===== src/rtl/mem_stage_resp.sv =====
// MEM pipeline stage with split request/response data memory: waits for data_ok,
// buffers data under WB back-pressure, discards responses of flushed loads, aligns/extends loads.
module mem_stage_resp #(
    parameter int unsigned DATA_W   = 32,
    parameter int unsigned LDT_W    = 7,
    parameter int unsigned ES_BUS_W = LDT_W + 1 + 1 + 5 + DATA_W + 32,
    parameter int unsigned WS_BUS_W = 1 + 5 + DATA_W + 32,
    parameter int unsigned CNCL_W   = 2
) (
    input  logic                clk,
    input  logic                resetn,
    input  logic                es_to_ms_valid,
    input  logic [ES_BUS_W-1:0] es_to_ms_bus,
    input  logic                es_mem_req,
    output logic                ms_allowin,
    output logic                ms_to_ws_valid,
    output logic [WS_BUS_W-1:0] ms_to_ws_bus,
    input  logic                ws_allowin,
    input  logic                data_sram_data_ok,
    input  logic [DATA_W-1:0]   data_sram_rdata,
    input  logic                flush,
    output logic                ms_valid_o
);

    localparam int unsigned OFF_W    = (DATA_W == 64) ? 3 : 2;
    localparam int unsigned PC_LSB   = 0;
    localparam int unsigned ALU_LSB  = 32;
    localparam int unsigned DEST_LSB = ALU_LSB + DATA_W;
    localparam int unsigned GRWE_BIT = DEST_LSB + 5;
    localparam int unsigned RFM_BIT  = GRWE_BIT + 1;
    localparam int unsigned LDT_LSB  = RFM_BIT + 1;

    // one-hot load type, ld_b in the MSB down to ld_d in bit 0
    localparam int unsigned LD_B  = 6;
    localparam int unsigned LD_BU = 5;
    localparam int unsigned LD_H  = 4;
    localparam int unsigned LD_HU = 3;
    localparam int unsigned LD_W  = 2;
    localparam int unsigned LD_WU = 1;
    localparam int unsigned LD_D  = 0;

    localparam logic [CNCL_W-1:0] CNCL_MAX = {CNCL_W{1'b1}};

    if (DATA_W != 32 && DATA_W != 64) begin : g_bad_width
        $error("mem_stage_resp: DATA_W must be 32 or 64");
    end

    typedef enum logic [1:0] {
        S_EMPTY = 2'd0,
        S_WAIT  = 2'd1,
        S_HOLD  = 2'd2,
        S_READY = 2'd3
    } state_t;

    state_t              state;
    state_t              state_nxt;
    logic [ES_BUS_W-1:0] bus_r;
    logic [DATA_W-1:0]   buf_r;
    logic [CNCL_W-1:0]   cncl_cnt;

    logic                ms_valid;
    logic                ms_ready_go;
    logic                latch;
    logic                cncl_inc;
    logic                cncl_dec;
    logic                buf_cap;

    logic [LDT_W-1:0]    ld_type;
    logic                res_from_mem;
    logic                gr_we;
    logic [4:0]          dest;
    logic [DATA_W-1:0]   alu_result;
    logic [31:0]         pc;
    logic [OFF_W-1:0]    byte_off;
    logic [DATA_W-1:0]   mem_data;
    logic [DATA_W-1:0]   shifted;
    logic [DATA_W-1:0]   load_data;
    logic [DATA_W-1:0]   final_result;

    assign ms_valid   = (state != S_EMPTY);
    assign ms_valid_o = ms_valid;

    // State register
    always_ff @(posedge clk or negedge resetn) begin
        if (!resetn) begin
            state <= S_EMPTY;
        end else begin
            state <= state_nxt;
        end
    end

    // Next-state logic
    always_comb begin
        state_nxt = state;
        if (flush) begin
            state_nxt = S_EMPTY;
        end else if (latch) begin
            state_nxt = es_mem_req ? S_WAIT : S_READY;
        end else begin
            case (state)
                S_WAIT: begin
                    if (data_sram_data_ok && (cncl_cnt == '0)) begin
                        state_nxt = ws_allowin ? S_EMPTY : S_HOLD;
                    end
                end
                S_HOLD, S_READY: begin
                    if (ws_allowin) begin
                        state_nxt = S_EMPTY;
                    end
                end
                default: state_nxt = state;
            endcase
        end
    end

    // Handshake and discard-counter control
    always_comb begin
        ms_ready_go = 1'b0;
        case (state)
            S_WAIT:          ms_ready_go = data_sram_data_ok && (cncl_cnt == '0);
            S_HOLD, S_READY: ms_ready_go = 1'b1;
            default:         ms_ready_go = 1'b0;
        endcase
        ms_allowin     = !ms_valid || (ms_ready_go && ws_allowin);
        ms_to_ws_valid = ms_valid && ms_ready_go && !flush;
        latch          = es_to_ms_valid && ms_allowin && !flush;
        // a flushed WAIT still owes a response unless it is consumed this very cycle
        cncl_inc       = flush && (state == S_WAIT)
                         && !(data_sram_data_ok && (cncl_cnt == '0));
        cncl_dec       = data_sram_data_ok && (cncl_cnt != '0);
        buf_cap        = (state == S_WAIT) && data_sram_data_ok && (cncl_cnt == '0)
                         && !ws_allowin && !flush;
    end

    always_ff @(posedge clk or negedge resetn) begin
        if (!resetn) begin
            bus_r <= '0;
        end else if (latch) begin
            bus_r <= es_to_ms_bus;
        end
    end

    always_ff @(posedge clk or negedge resetn) begin
        if (!resetn) begin
            buf_r <= '0;
        end else if (buf_cap) begin
            buf_r <= data_sram_rdata;
        end
    end

    // Outstanding responses owned by flushed instructions
    always_ff @(posedge clk or negedge resetn) begin
        if (!resetn) begin
            cncl_cnt <= '0;
        end else if (cncl_inc && !cncl_dec && (cncl_cnt != CNCL_MAX)) begin
            cncl_cnt <= cncl_cnt + CNCL_W'(1);
        end else if (cncl_dec && !cncl_inc) begin
            cncl_cnt <= cncl_cnt - CNCL_W'(1);
        end
    end

    cncl_sat_a: assert property (@(posedge clk) disable iff (!resetn) cncl_cnt != CNCL_MAX)
        else $error("mem_stage_resp: discard counter saturated");

    assign ld_type      = bus_r[LDT_LSB +: LDT_W];
    assign res_from_mem = bus_r[RFM_BIT];
    assign gr_we        = bus_r[GRWE_BIT];
    assign dest         = bus_r[DEST_LSB +: 5];
    assign alu_result   = bus_r[ALU_LSB +: DATA_W];
    assign pc           = bus_r[PC_LSB +: 32];
    assign byte_off     = alu_result[OFF_W-1:0];

    // Load alignment and extension
    always_comb begin
        mem_data = (state == S_HOLD) ? buf_r : data_sram_rdata;
        shifted  = mem_data >> {byte_off, 3'b000};
        if (ld_type[LD_B]) begin
            load_data = DATA_W'($signed(shifted[7:0]));
        end else if (ld_type[LD_BU]) begin
            load_data = DATA_W'(shifted[7:0]);
        end else if (ld_type[LD_H]) begin
            load_data = DATA_W'($signed(shifted[15:0]));
        end else if (ld_type[LD_HU]) begin
            load_data = DATA_W'(shifted[15:0]);
        end else if (ld_type[LD_W]) begin
            load_data = DATA_W'($signed(shifted[31:0]));
        end else if (ld_type[LD_WU]) begin
            load_data = DATA_W'(shifted[31:0]);
        end else if (ld_type[LD_D]) begin
            load_data = shifted;
        end else begin
            load_data = shifted;
        end
        final_result = res_from_mem ? load_data : alu_result;
    end

    assign ms_to_ws_bus = {gr_we, dest, final_result, pc};

endmodule


===== config.mk =====
export PLATFORM = sky130hd
export DESIGN_NAME = mem_stage_resp
export DESIGN_NICKNAME = d
export VERILOG_FILES = /design/src/rtl/mem_stage_resp.sv
export SDC_FILE = /design/constraint.sdc
export NUM_CORES = 1
export LEC_CHECK = 0
export ABC_CLOCK_PERIOD_IN_PS = 5450
export BUFFER_PORTS_ARGS = -buffer_cell sky130_fd_sc_hd__buf_4
export CAP_MARGIN = 20
export CORE_ASPECT_RATIO = 0.8
export CORE_MARGIN = 3
export CORE_UTILIZATION = 56
export DETAILED_ROUTE_END_ITERATION = 8
export HOLD_SLACK_MARGIN = 0.08
export PLACE_DENSITY = 0.89
export SLEW_MARGIN = 40
export SYNTH_ARGS = -nofsm -noshare
export SYNTH_HDL_FRONTEND = slang
export SYNTH_SLANG_ARGS = --single-unit

===== constraint.sdc =====
create_clock -name clk -period 5.45 [get_ports clk]
set_clock_uncertainty 0.2 [all_clocks]
set_input_delay 0.8175 -clock clk [delete_from_list [all_inputs] [get_ports clk]]
set_output_delay 0.8175 -clock clk [all_outputs]
set_load 0.01 [all_outputs]

; Word-level counts from Yosys, hierarchy flattened
; Cells that the tools add are included.
[word_totals]
regBits = 114
in_bits = 117
out_inout_bits = 73
[op_classes]
n_addsub = 2
n_eq_ne = 6
shifts = 1
mux = 16
reduce_logical = 30
[op_table]
columns = op, count
row1 = $mux 32, 6
row2 = $shr 32x5->32, 1
row3 = $logic_and 1x1->1, 16
row4 = $mux 2, 8
row5 = $ne 4x4->1 const B, 2
row6 = $logic_not 1->1, 6
row7 = $reduce_bool 2->1, 3
row8 = $eq 2x2->1 const B, 2
row9 = $pmux 2 s2, 1
row10 = $reduce_bool 4->1, 1
row11 = $reduce_and 3->1, 1
row12 = $add 2x1->2 const B, 1
row13 = $eq 2x1->1 const B, 1
row14 = $logic_not 2->1, 1
row15 = $ne 2x2->1 const B, 1
row16 = $pmux 1 s2, 1
row17 = $reduce_or 2->1, 1
row18 = $sub 2x1->2 const B, 1
row19 = $logic_or 1x1->1, 1

; Depth between registers and ports, before layout
; Gate-level depths: netlist (run 1).
[depth]
depth_word = 9
ltp_mapped = 8
ltp_nobuf = 5

; Least setup slack after synthesis (run 1)
; OpenSTA, ideal clock, no wires.
[synth_timing]
kind = input port to output port
startpoint = in data_sram_rdata[15]
endpoint = out ms_to_ws_bus[48]
arrival_ps = 1882
required_ps = 4433
path_slack_ps = 2551
path_stages = 5
n_path_buf = 1
path_cell_list = mux4_2 nor3b_2 a211o_4 buf_6 o32ai_1
[synth_via]
elab_chain_len = 6
[synth_lines]
columns = element, line
row1 = start: declaration, 20  ; input logic [DATA_W-1:0] data_sram_rdata,
row2 = $mux 32 *, 175  ; mem_data = (state == S_HOLD) ? buf_r : data_sram_rdata;
row3 = $shr 32x5->32 *, 176  ; shifted = mem_data >> {byte_off, 3'b000};
row4 = $mux 32, 181  ; end else if (ld_type[LD_H]) begin
row5 = $mux 32, 179  ; end else if (ld_type[LD_BU]) begin
row6 = $mux 32 *, 177  ; if (ld_type[LD_B]) begin
row7 = $mux 32 *, 194  ; final_result = res_from_mem ? load_data : alu_result;
row8 = end: declaration, 17  ; output logic [WS_BUS_W-1:0] ms_to_ws_bus,
; Mark *: on every way between the ends. The rest lies on a longest branch, timed or not.

; Final worst setup path (run 1)
[layout_timing]
startpoint = reg state[1]
endpoint = out ms_to_ws_bus[45]
[layout_via]
elab_chain_len = 8
[layout_lines]
columns = element, line
row1 = start: declaration, 55  ; state_t state;
row2 = start signal: assignment, 88  ; state <= state_nxt;
row3 = $eq 2x2->1 *, 175
row4 = $mux 32 *, 175
row5 = $shr 32x5->32 *, 176
row6 = $mux 32, 183  ; end else if (ld_type[LD_HU]) begin
row7 = $mux 32, 181
row8 = $mux 32, 179
row9 = $mux 32 *, 177
row10 = $mux 32 *, 194
; Marks and branches as above.

==> results of run 1 <==
==> per-stage QoR <==
stage	cells	cell area, um2
4_1_cts	770	7450
3_5_place_dp	754	7170
3_3_place_gp	754	7160
5_1_grt	770	7450
2_1_floorplan	494	6010
6_report	770	7450
==> registers in the layout, summed over array words and instances (netlist names) <==
| register | cells |
|---|---|
| bus_r | 75 |
| buf_r | 32 |
| cncl_cnt | 2 |
| state | 2 |
==> path summary, 6_finish.rpt <==
| path | startpoint | end | slack (ns) | cells past startpoint |
|---|---|---|---|---|
| max | state[1] | ms_to_ws_bus[45] | 1.61 | 7 |
| min | resetn | buf_r[4] | 0.30 | 1 |
| max reg2reg | cncl_cnt[0] | bus_r[69] | 2.53 | 6 |
| min reg2reg | buf_r[2] | buf_r[2] | 0.31 | 1 |
| max in group asynchronous | resetn | bus_r[61] | 3.54 | 2 |
| min in group clk | buf_r[2] | buf_r[2] | 0.31 | 1 |
==> critical path, cell delays in order, from the launching register on <==
cell	delay (ns)
dfrtp_1	0.44
nor2b_4	0.45
buf_4	0.44
mux4_2	0.58
a22o_1	0.21
nand2_1	0.10
a21oi_1	0.08
buf_4	0.15
==> kinds of logic after synthesis <==
kind of cell	share of synthesized area, %
flip-flops	46.2
multiplexers	30.6
buffers and inverters	8.40
AND/OR/NAND/NOR	6.05
AO/OA/AOI/OAI	8.76
==> power by group through the flow <==
| stage | clock network [mW] | logic [mW] | registers (mW) |
|---|---|---|---|
| 2_1_floorplan | 0 | 0.912 | 1.22 |
| 3_3_place_gp | 0 | 1.27 | 1.27 |
| 3_5_place_dp | 0 | 1.32 | 1.30 |
| 4_1_cts | 0.643 | 1.33 | 1.29 |
| 5_1_grt | 0.674 | 1.43 | 1.33 |
| 6_report | 0.630 | 1.32 | 1.29 |
==> per-layer routing <==
| metal | global-route usage [%] | vias to the layer above | routed length [um] |
|---|---|---|---|
| met5 | 0 | - | 0 |
| met4 | 8.01 | 0 | 257 |
| met3 | 8.20 | 16 | 1550 |
| met2 | 44.2 | 191 | 7720 |
| met1 | 32.7 | 2189 | 5780 |
| li1 | - | 2025 | - |
==> placed cells by master (no fill, tap or decap), types with 5 or more instances in the layout <==
| cell type | instances |
|---|---|
| a21oi_1 | 28 |
| a22o_1 | 7 |
| a31oi_1 | 6 |
| buf_4 | 193 |
| clkbuf_16 | 9 |
| dfrtp_1 | 110 |
| inv_1 | 6 |
| mux2_2 | 115 |
| mux2i_1 | 5 |
| mux4_2 | 22 |
| nand2_1 | 24 |
| nor2_1 | 39 |
| o21ai_0 | 19 |
| o32ai_1 | 15 |
==> final cells by class <==
| class | instances | area, um2 |
|---|---|---|
| fillers | 740 | 2910 |
| flip-flops and latches | 111 | 2780 |
| multi-input cells | 304 | 2750 |
| repair buffers | 193 | 1450 |
| clock buffers | 9 | 225 |
| well taps | 140 | 175 |
| clock inverters | 7 | 55.1 |
| inverters | 6 | 22.5 |
==> out/metrics.yaml, run 1 <==
grt_pass1_vias: 4735
yosys.area.top_type: "dfrtp_1"
comb_power_share_pct: 40.7
setup_viol: 0
die_h_um: 98.7
synthTopCellsByCount: "mux2_2 (115), dfrtp_1 (111), buf_4 (44)"
hold_path.class: "in2async"
ys_ff_latch: 111
synth_nets: 611
io_buffers: 186
synth_area_um2: 6010
holdWs_ns: 0.303
vias: 4421
worst_slack_ns: 1.61
p_per_area_nw_per_um2: 435
slew_violations: 0
ys_types: 31
critPathKind: "reg2out"
holdBufCountCts: 0
end_kind: "primary output"
synth_top_area_share_pct: 46.2
die_width_um: 122
final.period_utilization_pct: 70.5
wl_per_cell_um: 19.9
cts_root_buf: "clkbuf_16"
yosys_warnings: 0
dieArea_um2: 12000
power_mw: 3.24
core.rowCount: 33
core-area_um2: 10400
pwr-share-seq_pct: 39.8
cts_resized: 0
grt_max_degree: 60
vdd_drop_max_uv: 252
vias_per_cell: 5.74
hpwl_um: 11500
clk_latency_ns: 0.35
grt_pass1_wl_um: 24200
cts_inserted_buffers: 9
wirelength_um: 15300
synthTopCellsByArea: "dfrtp_1 (46%), mux2_2 (22%), mux4_2 (8.2%), buf_4 (5.5%), nor2_1 (2.4%)"
clockBufferDepth: 2
io_pins: 190
p_int_mw: 2.11
overflow: 0
arrival_ns: 2.82
clkSlewWorstSetupHoldPaths_ns: 0.07
synthArstFlopShare_pct: 100
grt_antenna_before_repair: 0
tightest_slew_ns: 0.787
drv_cap: 0
postSynthAreaPerCell_um2: 12.2
synth_ff_type: "dfrtp_1"
firstDrtPassIters: 4
slew_headroom_pct: 47.3
switching_share_pct: 34.9
crit_path_start_kind: "flop"
max_freq_mhz: 260
layout-drive-gt1-share_pct: 56.3
postCtsSetupBuffers: 0
drc: 0
dpl_worst_slack_ns: 1.97
clockPowerShare_pct: 19.4
worst-endpoint-required_ns: 4.43
synthCells: 494
synth_edf_count: 0
layout_min_cycle_time_ns: 3.84
finalHoldViolCount: 0
ant_nets: 0
final_net_count: 742
htree_levels: 3
post-route-util_pct: 71.9
syn2layout_area_growth_pct: 23.9
drt_iter0_markers: 352
ys_seq_area_share_pct: 46.2
cts_tree: "yes"
rsz0062_at_grt: "no"
antenna_cells: 0
gp_congestion: 0.850
status: "finished, final reports clean"
p_sw_mw: 1.13
grtUsageTotal_pct: 26.3
cts.sinks: 111
setup_tns_ns: 0
synth.most_common_cell: "mux2_2"
initial_utilization_pct: 58.0
critPathMaxFanout: 22
p_leak_nw: 3.33
No activity file was read; power rests on OpenSTA's default activity.
==> run 2, diff against run 1 <==
--- a/config.mk
+++ b/config.mk
@@ -5,15 +5,15 @@
 export SDC_FILE = /design/constraint.sdc
 export NUM_CORES = 1
 export LEC_CHECK = 0
-export ABC_CLOCK_PERIOD_IN_PS = 5450
+export ABC_CLOCK_PERIOD_IN_PS = 3400
 export BUFFER_PORTS_ARGS = -buffer_cell sky130_fd_sc_hd__buf_4
 export CAP_MARGIN = 20
 export CORE_ASPECT_RATIO = 0.8
 export CORE_MARGIN = 3
-export CORE_UTILIZATION = 56
+export CORE_UTILIZATION = 47
 export DETAILED_ROUTE_END_ITERATION = 8
 export HOLD_SLACK_MARGIN = 0.08
-export PLACE_DENSITY = 0.89
+export PLACE_DENSITY = 0.79
 export SLEW_MARGIN = 40
 export SYNTH_ARGS = -nofsm -noshare
 export SYNTH_HDL_FRONTEND = slang
==> constraint.sdc (replaced) <==
create_clock -name clk -period 3.4 [get_ports clk]
set_clock_uncertainty 0.2 [all_clocks]
set_input_delay 0.51 -clock clk [delete_from_list [all_inputs] [get_ports clk]]
set_output_delay 0.51 -clock clk [all_outputs]
set_load 0.01 [all_outputs]
==> out/metrics.yaml, run 2 (synthesis gave the netlist of run 1 again) <==
largest_reg_flops: 75
fill_cells: 991
critPathMaxFanout: 24
drt_iter0_markers: 305
worst-endpoint-required_ns: 2.69
multi_input_area_um2: 2750
switching_share_pct: 34.0
whs_path_depth: 2
cts.sinks: 111
core.rowCount: 36
max_freq_mhz: 311
post-route-util_pct: 61.8
initial_utilization_pct: 48.7
tightest_slew_ns: 0.711
place_area_um2: 7270
end_kind: "primary output"
dieArea_um2: 14200
top_register: "bus_r"
met1_length_um: 6090
clkSlewWorstSetupHoldPaths_ns: 0.07
die_width_um: 132
p_leak_nw: 3.40
layout-drive-gt1-share_pct: 56.5
drc: 0
reg2reg_slack_ns: 1.14
cts_root_buf: "clkbuf_16"
antenna_cells: 0
p_int_mw: 3.51
grt_max_degree: 77
ant_nets: 0
wl_per_cell_um: 19.1
setup_tns_ns: 0
drv_cap: 0
final_net_count: 750
die_h_um: 107
vias_per_cell: 5.49
hold_path.class: "in2reg"
pwr-share-seq_pct: 38.7
critPathKind: "reg2out"
firstDrtPassIters: 4
crit_path_start_kind: "flop"
wl_met2_um: 7520
grtUsageTotal_pct: 21.8
holdWs_ns: 0.164
gp_congestion: 0.849
seqCellArea_um2: 2780
layout_commonest_cell: "buf_4"
status: "finished, final reports clean"
finalHoldViolCount: 0
wirelength_um: 15500
top_regs: "bus_r x75, buf_r x32"
hpwl_um: 11600
worst-r2r-cell-count: 6
grt_antenna_before_repair: 0
p_sw_mw: 1.80
cts_inserted_buffers: 9
slew_violations: 0
core-area_um2: 12300
vias: 4436
syn2layout_area_growth_pct: 26.8
worstReg2RegEnd: "bus_r[43]"
slew_headroom_pct: 52.2
layout_common_cells: "buf_4 (195), mux2_2 (115), dfrtp_1 (111)"
htree_levels: 3
comb_power_share_pct: 40.8
overflow: 0
grt_pass1_vias: 4705
vdd_drop_max_uv: 408
top_layer_used: "met4"
min_to: "state[0]"
wl_met3_um: 1590
cts_tree: "yes"
clk_latency_ns: 0.34
min_from: "flush"
clockPowerShare_pct: 20.5
final.period_utilization_pct: 94.6
grt_pass1_wl_um: 24500
io_pins: 190
clockBufferDepth: 2
io_buffers: 186
design_area_um2: 7630
arrival_ns: 2.51
rsz0062_at_grt: "no"
p_per_area_nw_per_um2: 696
setup_viol: 0
r2r-start: "cncl_cnt[0]"
layout_min_cycle_time_ns: 3.22
==> run 2: area by class of cell <==
| type | count | share of cell area, % |
|---|---|---|
| Clock buffer | 10 | 3.13 |
| Clock inverter | 5 | 0.836 |
| Inverter | 6 | 0.295 |
| Multi-Input combinational cell | 304 | 36.0 |
| Sequential cell | 111 | 36.4 |
| Tap cell | 171 | 2.80 |
| Timing Repair Buffer | 201 | 20.5 |
==> run 2: critical path, cell delays in order (launching register included) <==
cell	delay, ns
dfrtp_1	0.71
mux4_2	0.60
nor2_1	0.19
a211o_4	0.30
o32ai_1	0.17
buf_4	0.18
==> run 2: metal layers <==
metal	global-route usage (%)	vias to the layer above
met3	8.63	19
li1	-	2045
met5	0	-
met1	27.8	2196
met2	35.1	176
met4	5.27	0
==> run 2: worst max path at each step <==
stage	from	end	slack, ns	cells after the start
2_1_floorplan	state[1]	ms_to_ws_bus[48]	0.90	7
3_3_place_gp	state[1]	ms_to_ws_bus[49]	0.51	8
3_5_place_dp	state[1]	ms_to_ws_bus[50]	0.45	8
4_1_cts	state[1]	ms_to_ws_bus[50]	0.05	8
5_1_grt	state[1]	ms_to_ws_bus[53]	0.02	8
6_report	bus_r[32]	ms_to_ws_bus[61]	0.18	5
==> run 2: per-stage QoR <==
| stage | std cells | setup slack, ns | total power, mW |
|---|---|---|---|
| after floorplan | 494 | 0.896 | 3.41 |
| after global placement | 790 | 0.505 | 4.13 |
| after detailed placement | 790 | 0.448 | 4.23 |
| after CTS | 806 | 0.0494 | 5.33 |
| after global routing | 808 | 0.0164 | 5.64 |
| final | 808 | 0.183 | 5.31 |
==> run 2: power by group through the flow <==
stage	sequential [mW]	clock [mW]	combinational, mW
after floorplan	1.95	0	1.46
after global placement	2.04	0	2.09
after detailed placement	2.08	0	2.15
after CTS	2.06	1.12	2.16
after global routing	2.12	1.17	2.34
final	2.06	1.09	2.17
==> run 2: repair_timing <==
| item | CTS | global route |
|---|---|---|
| gates resized for setup | 0 | 3 |
| endpoints found under the hold margin | 55 | 0 |
| hold buffers | 1 | 0 |
| setup buffers | 0 | 1 |
| setup endpoints to repair | 0 | 10 |
